--- src/rtl/branch_target_predictor.sv ---
// Direct-mapped branch target buffer with saturating direction counters.
// Lookup is combinational; training, invalidation and statistics update on the clock edge.
module branch_target_predictor #(
    parameter int PC_W    = 32,
    parameter int ENTRIES = 16,
    parameter int CNT_W   = 2,
    parameter int STAT_W  = 16
) (
    input  logic              CLK,
    input  logic              RESET,
    input  logic [PC_W-1:0]   lk_pc,
    output logic              lk_hit,
    output logic              lk_taken,
    output logic [PC_W-1:0]   lk_target,
    input  logic              upd_valid,
    input  logic [PC_W-1:0]   upd_pc,
    input  logic              upd_taken,
    input  logic [PC_W-1:0]   upd_target,
    input  logic              upd_pred_taken,
    input  logic [PC_W-1:0]   upd_pred_target,
    output logic              mispredict,
    input  logic              inv_all,
    input  logic              stat_clr,
    output logic [STAT_W-1:0] stat_branches,
    output logic [STAT_W-1:0] stat_mispredicts
);
    localparam int IDX_W = $clog2(ENTRIES);
    localparam int TAG_W = PC_W - IDX_W - 2;
    localparam logic [CNT_W-1:0] CTR_MAX  = {CNT_W{1'b1}};
    localparam logic [CNT_W-1:0] CTR_INIT = CNT_W'(1 << (CNT_W - 1));

    logic [ENTRIES-1:0] valid_q;
    logic [TAG_W-1:0]   tag_q [ENTRIES];
    logic [PC_W-1:0]    tgt_q [ENTRIES];
    logic [CNT_W-1:0]   ctr_q [ENTRIES];

    logic [STAT_W-1:0]  br_q, br_d, mp_q, mp_d;

    logic [IDX_W-1:0]   lk_idx, u_idx;
    logic [TAG_W-1:0]   lk_tag, u_tag;
    logic               lk_hit_raw, u_hit, mp_raw;

    logic               wr_en;
    logic [TAG_W-1:0]   wr_tag;
    logic [PC_W-1:0]    wr_tgt;
    logic [CNT_W-1:0]   wr_ctr;

    // The low two PC bits never participate in indexing or tagging.
    logic unused_pc_lsb;
    assign unused_pc_lsb = &{1'b0, lk_pc[1:0], upd_pc[1:0]};

    assign lk_idx = lk_pc[IDX_W+1:2];
    assign lk_tag = lk_pc[PC_W-1:IDX_W+2];
    assign u_idx  = upd_pc[IDX_W+1:2];
    assign u_tag  = upd_pc[PC_W-1:IDX_W+2];

    assign lk_hit_raw = valid_q[lk_idx] && (tag_q[lk_idx] == lk_tag);
    assign u_hit      = valid_q[u_idx] && (tag_q[u_idx] == u_tag);

    assign mp_raw = upd_valid &&
                    ((upd_taken != upd_pred_taken) ||
                     (upd_taken && upd_pred_taken && (upd_target != upd_pred_target)));

    // Outputs are forced low while reset is held, including the pure-input mispredict path.
    assign lk_hit     = RESET && lk_hit_raw;
    assign lk_taken   = RESET && lk_hit_raw && ctr_q[lk_idx][CNT_W-1];
    assign lk_target  = (RESET && lk_hit_raw) ? tgt_q[lk_idx] : '0;
    assign mispredict = RESET && mp_raw;

    assign stat_branches    = br_q;
    assign stat_mispredicts = mp_q;

    always_comb begin
        wr_en  = 1'b0;
        wr_tag = tag_q[u_idx];
        wr_tgt = tgt_q[u_idx];
        wr_ctr = ctr_q[u_idx];
        if (upd_valid && !inv_all) begin
            if (u_hit) begin
                wr_en = 1'b1;
                if (upd_taken) begin
                    wr_ctr = (ctr_q[u_idx] == CTR_MAX) ? CTR_MAX : ctr_q[u_idx] + CNT_W'(1);
                    wr_tgt = upd_target;
                end else begin
                    wr_ctr = (ctr_q[u_idx] == '0) ? '0 : ctr_q[u_idx] - CNT_W'(1);
                end
            end else if (upd_taken) begin
                // Allocate on a taken miss, evicting whatever aliases this index.
                wr_en  = 1'b1;
                wr_tag = u_tag;
                wr_tgt = upd_target;
                wr_ctr = CTR_INIT;
            end
        end
    end

    always_comb begin
        br_d = br_q;
        mp_d = mp_q;
        if (stat_clr) begin
            br_d = '0;
            mp_d = '0;
        end else begin
            if (upd_valid && (br_q != {STAT_W{1'b1}})) br_d = br_q + STAT_W'(1);
            if (mp_raw && (mp_q != {STAT_W{1'b1}}))    mp_d = mp_q + STAT_W'(1);
        end
    end

    always_ff @(posedge CLK or negedge RESET) begin
        if (!RESET) begin
            valid_q <= '0;
            for (int i = 0; i < ENTRIES; i++) begin
                tag_q[i] <= '0;
                tgt_q[i] <= '0;
                ctr_q[i] <= '0;
            end
        end else if (inv_all) begin
            valid_q <= '0;
        end else if (wr_en) begin
            valid_q[u_idx] <= 1'b1;
            tag_q[u_idx]   <= wr_tag;
            tgt_q[u_idx]   <= wr_tgt;
            ctr_q[u_idx]   <= wr_ctr;
        end
    end

    always_ff @(posedge CLK or negedge RESET) begin
        if (!RESET) begin
            br_q <= '0;
            mp_q <= '0;
        end else begin
            br_q <= br_d;
            mp_q <= mp_d;
        end
    end
endmodule

--- config.mk ---
export PLATFORM = sky130hd
export DESIGN_NAME = branch_target_predictor
export DESIGN_NICKNAME = d
export VERILOG_FILES = /design/src/rtl/branch_target_predictor.sv
export SDC_FILE = /design/constraint.sdc
export NUM_CORES = 2
export LEC_CHECK = 0
export CORE_ASPECT_RATIO = 1.5
export CORE_MARGIN = 2
export CORE_UTILIZATION = 55
export DETAILED_ROUTE_END_ITERATION = 10
export PLACE_DENSITY = 0.73
export SYNTH_ARGS = -nofsm -noshare
export SYNTH_HDL_FRONTEND = slang
export SYNTH_SLANG_ARGS = --single-unit
--- constraint.sdc ---
create_clock -name CLK -period 13.3 [get_ports CLK]
set_clock_uncertainty 0.2 [all_clocks]
set_input_delay 1.33 -clock CLK [delete_from_list [all_inputs] [get_ports CLK]]
set_output_delay 1.33 -clock CLK [all_outputs]
set_load 0.03 [all_outputs]
==> impl_metrics.csv <==
group,metric,value,unit
cts,cts.sinks,1008,
cts,htree_levels,3,
place,dpl.hpwl,91.8,mm
drt,wl,159,mm
cts,clk_pin_slew,70,ps
timing,setup_viol,0,
worst_setup_path,timing.rr.start,"tag_q[124]",
global_routing,grt_max_degree,175,
cts,cts_tree,"built",
final_layout,fin_nets,3818,
floorplanning,core,103000,um2
power,power,7320,uW
timing,relSlewSlack,13.0,%
place,dp_worst_setup_slack,5140,ps
global_routing,track_usage,30.7,%
worst_setup_path,crit_arrival,6590,ps
worst_setup_path,end_kind,"output port",
power,ir_drop,0.0980,mV
cts,clock_path_buffers,3,
logic_synthesis,syn_inst,3660,
logic_synthesis,ys_seq_elements,1008,
logic_synthesis,ys_types,74,
place,port-buffer-count,197,
timing,setup_slack,5180,ps
logic_synthesis,yosys.area.top_type,"dfrtp_1",
worst_setup_path,critPathMaxFanout,110,
global_routing,grt_antenna_before_repair,5,
worst_hold_path,hp-start,"ctr_q[20]",
cts,cts_resized,0,
final_layout,final_area,62800,um2
drt,dr.pass1.iters,6,
logic_synthesis,synth_seq_area_share,44.2,%
timing,finalCritPeriodShare,61.0,%
logic_synthesis,synthTopCellsByCount,"dfrtp_1, mux4_2, mux2_2, mux2_4, mux2_1",
final_layout,layoutNonFillerInstCount,5077,
final_layout,drive_above_1_share,41.5,%
status,outcome,"complete, no violations",
timing,timing.final.hold_violations,0,
worst_setup_path,critPathLaunch,"lk_pc[2]",
cts,root_buffer,"clkbuf_16",
logic_synthesis,synth_area,57000,um2
floorplanning,rows,144,
logic_synthesis,syn_nets,3798,
worst_setup_path,crit_type,"primary input to output port",
worst_setup_path,critPathLaunchType,"primary input",
cts,clk_latency,710,ps
logic_synthesis,yosysMostFrequentCell,"dfrtp_1",
place,place_congestion,0.900,
timing,min_period,8120,ps
power,power.leakage,0.0291,uW
place,dpl.cell_count,4894,
drt,viasPerCell,6.87,
floorplanning,ioPinCount,202,
worst_setup_path,cp.required,11770,ps
cts,cts_setup_buffers,0,
cts,hold_buffers,0,
cts,cts_made_buffers,98,
drt,antenna_left,0,
logic_synthesis,ys.flop_type,"dfrtp_1",
drt,drc,0,
timing,worst_pin_slew,1270,ps
drt,drtIter0Drc,3127,
global_routing,grt_pass1_wl,242,mm
logic_synthesis,synth_edf_count,0,
place,place_area,59400,um2
global_routing,grt_pass1_vias,37100,
logic_synthesis,synth_top_area_share,44.2,%
floorplanning,initial_core_util,55.5,%
worst_hold_path,hp-class,"flip-flop to flip-flop",
timing,rsz0062_at_grt,"false",
logic_synthesis,syn_avg_cell_area,15.6,um2
run,max-cap-violations,0,
global_routing,gr-total-overflow,0,
floorplanning,die_w,267,um
logic_synthesis,async_flop_share,100,%
floorplanning,die_height,398,um
drt,wl_per_cell,31.2,um
timing,setup_tns,0,ps
timing,fmax,123,MHz
power,power_density,116,nW/um2
timing,slew_violations,0,
drt,vias,34900,
final_layout,syn_to_final_growth,10.2,%
logic_synthesis,ys_warn_count,0,
logic_synthesis,synth_area_leaders,"dfrtp_1, mux4_2, mux2_4, mux2_2, mux2_1",
floorplanning,die-area,106000,um2
[kinds of logic after synthesis]
kind of cell	Yosys count	share of synthesized area, %
AO/OA/AOI/OAI	152	1.89
XOR/XNOR	110	1.69
adder cells (fa/ha/maj)	4	0.0834
buffers and inverters	370	3.47
flip-flops	1008	44.2
multiplexers	1636	45.2
AND/OR/NAND/NOR	380	3.41
[report_power, final]
group / switching, uW / internal [uW]
logic: 467 / 467
registers: 132 / 3230
clock network: 1260 / 1760
total: 1860 / 5450
[area by class of cell]
class / count / area (um2)
Tap cell: 1314 / 1640
Sequential cell: 1008 / 25200
Fill cell: 7642 / 39900
Multi-Input combinational cell: 2282 / 29900
Timing Repair Buffer: 256 / 2510
Antenna cell: 3 / 7.51
Clock buffer: 140 / 2870
Clock inverter: 40 / 591
Inverter: 34 / 130
[worst paths after layout]
| kind | to | slack, ps | depth (start not counted) |
|---|---|---|---|
| worst max register to register | tag_q[403] | 7410 | 10 |
| worst min register to register | ctr_q[20] | 290 | 1 |
| worst min-delay path | ctr_q[20] | 290 | 1 |
| min in group asynchronous | tag_q[117] | 370 | 1 |
| max in group asynchronous | tgt_q[49] | 8680 | 5 |
| worst max-delay path | lk_target[31] | 5180 | 11 |
[layer usage]
layer	global-route usage [%]	vias to the layer above	routed length (um)
li1	-	14100	-
met1	41.5	19000	63700
met2	50.7	1464	78400
met3	4.28	369	10200
met4	11.9	2	6250
met5	0	-	10
[registers in the layout (all words and copies together), names as in the netlist]
signal            count
tag_q               416
ctr_q                32
stat_mispredicts     16
tgt_q               512
stat_branches        16
valid_q              16
[stage by stage]
step / utilization [%] / hold slack [ps]
detailed placement: 57.8 / 279
floorplan: - / 259
global route: 61.2 / 304
CTS: 61.2 / 295
global placement: 57.8 / 270
finish: 61.2 / 289
[critical path: stages]
cell and delay (ps):
buf_8 440, buf_12 690, mux4_2 600, mux4_2 550, xnor2_1 170, nand4_1 450
nor3_1 390, nand4_1 120, buf_4 340, nor2b_1 530, clkdlybuf4s50_1 780
[cell usage in the layout (no fill, tap or decap), drive strengths merged, types with 10 or more instances in the layout]
| cell type | Yosys | routed |
|---|---|---|
| inv | 33 | 39 |
| mux2 | 991 | 991 |
| buf | 194 | 68 |
| bufinv | 0 | 13 |
| nor2b | 39 | 39 |
| clkinv | 1 | 21 |
| o21ai | 29 | 29 |
| nand3 | 40 | 40 |
| mux4 | 554 | 554 |
| nand4 | 23 | 23 |
| clkbuf | 142 | 140 |
| nor2 | 63 | 63 |
| a21oi | 37 | 37 |
| clkdlybuf4s50 | 0 | 188 |
| mux2i | 91 | 91 |
| xnor2 | 81 | 81 |
| a22oi | 16 | 16 |
| dfrtp | 1008 | 1008 |
| xor2 | 29 | 29 |
| nand2 | 151 | 151 |
| nor4 | 10 | 10 |
| or3 | 14 | 14 |
Power figures use the tool's default switching activity.
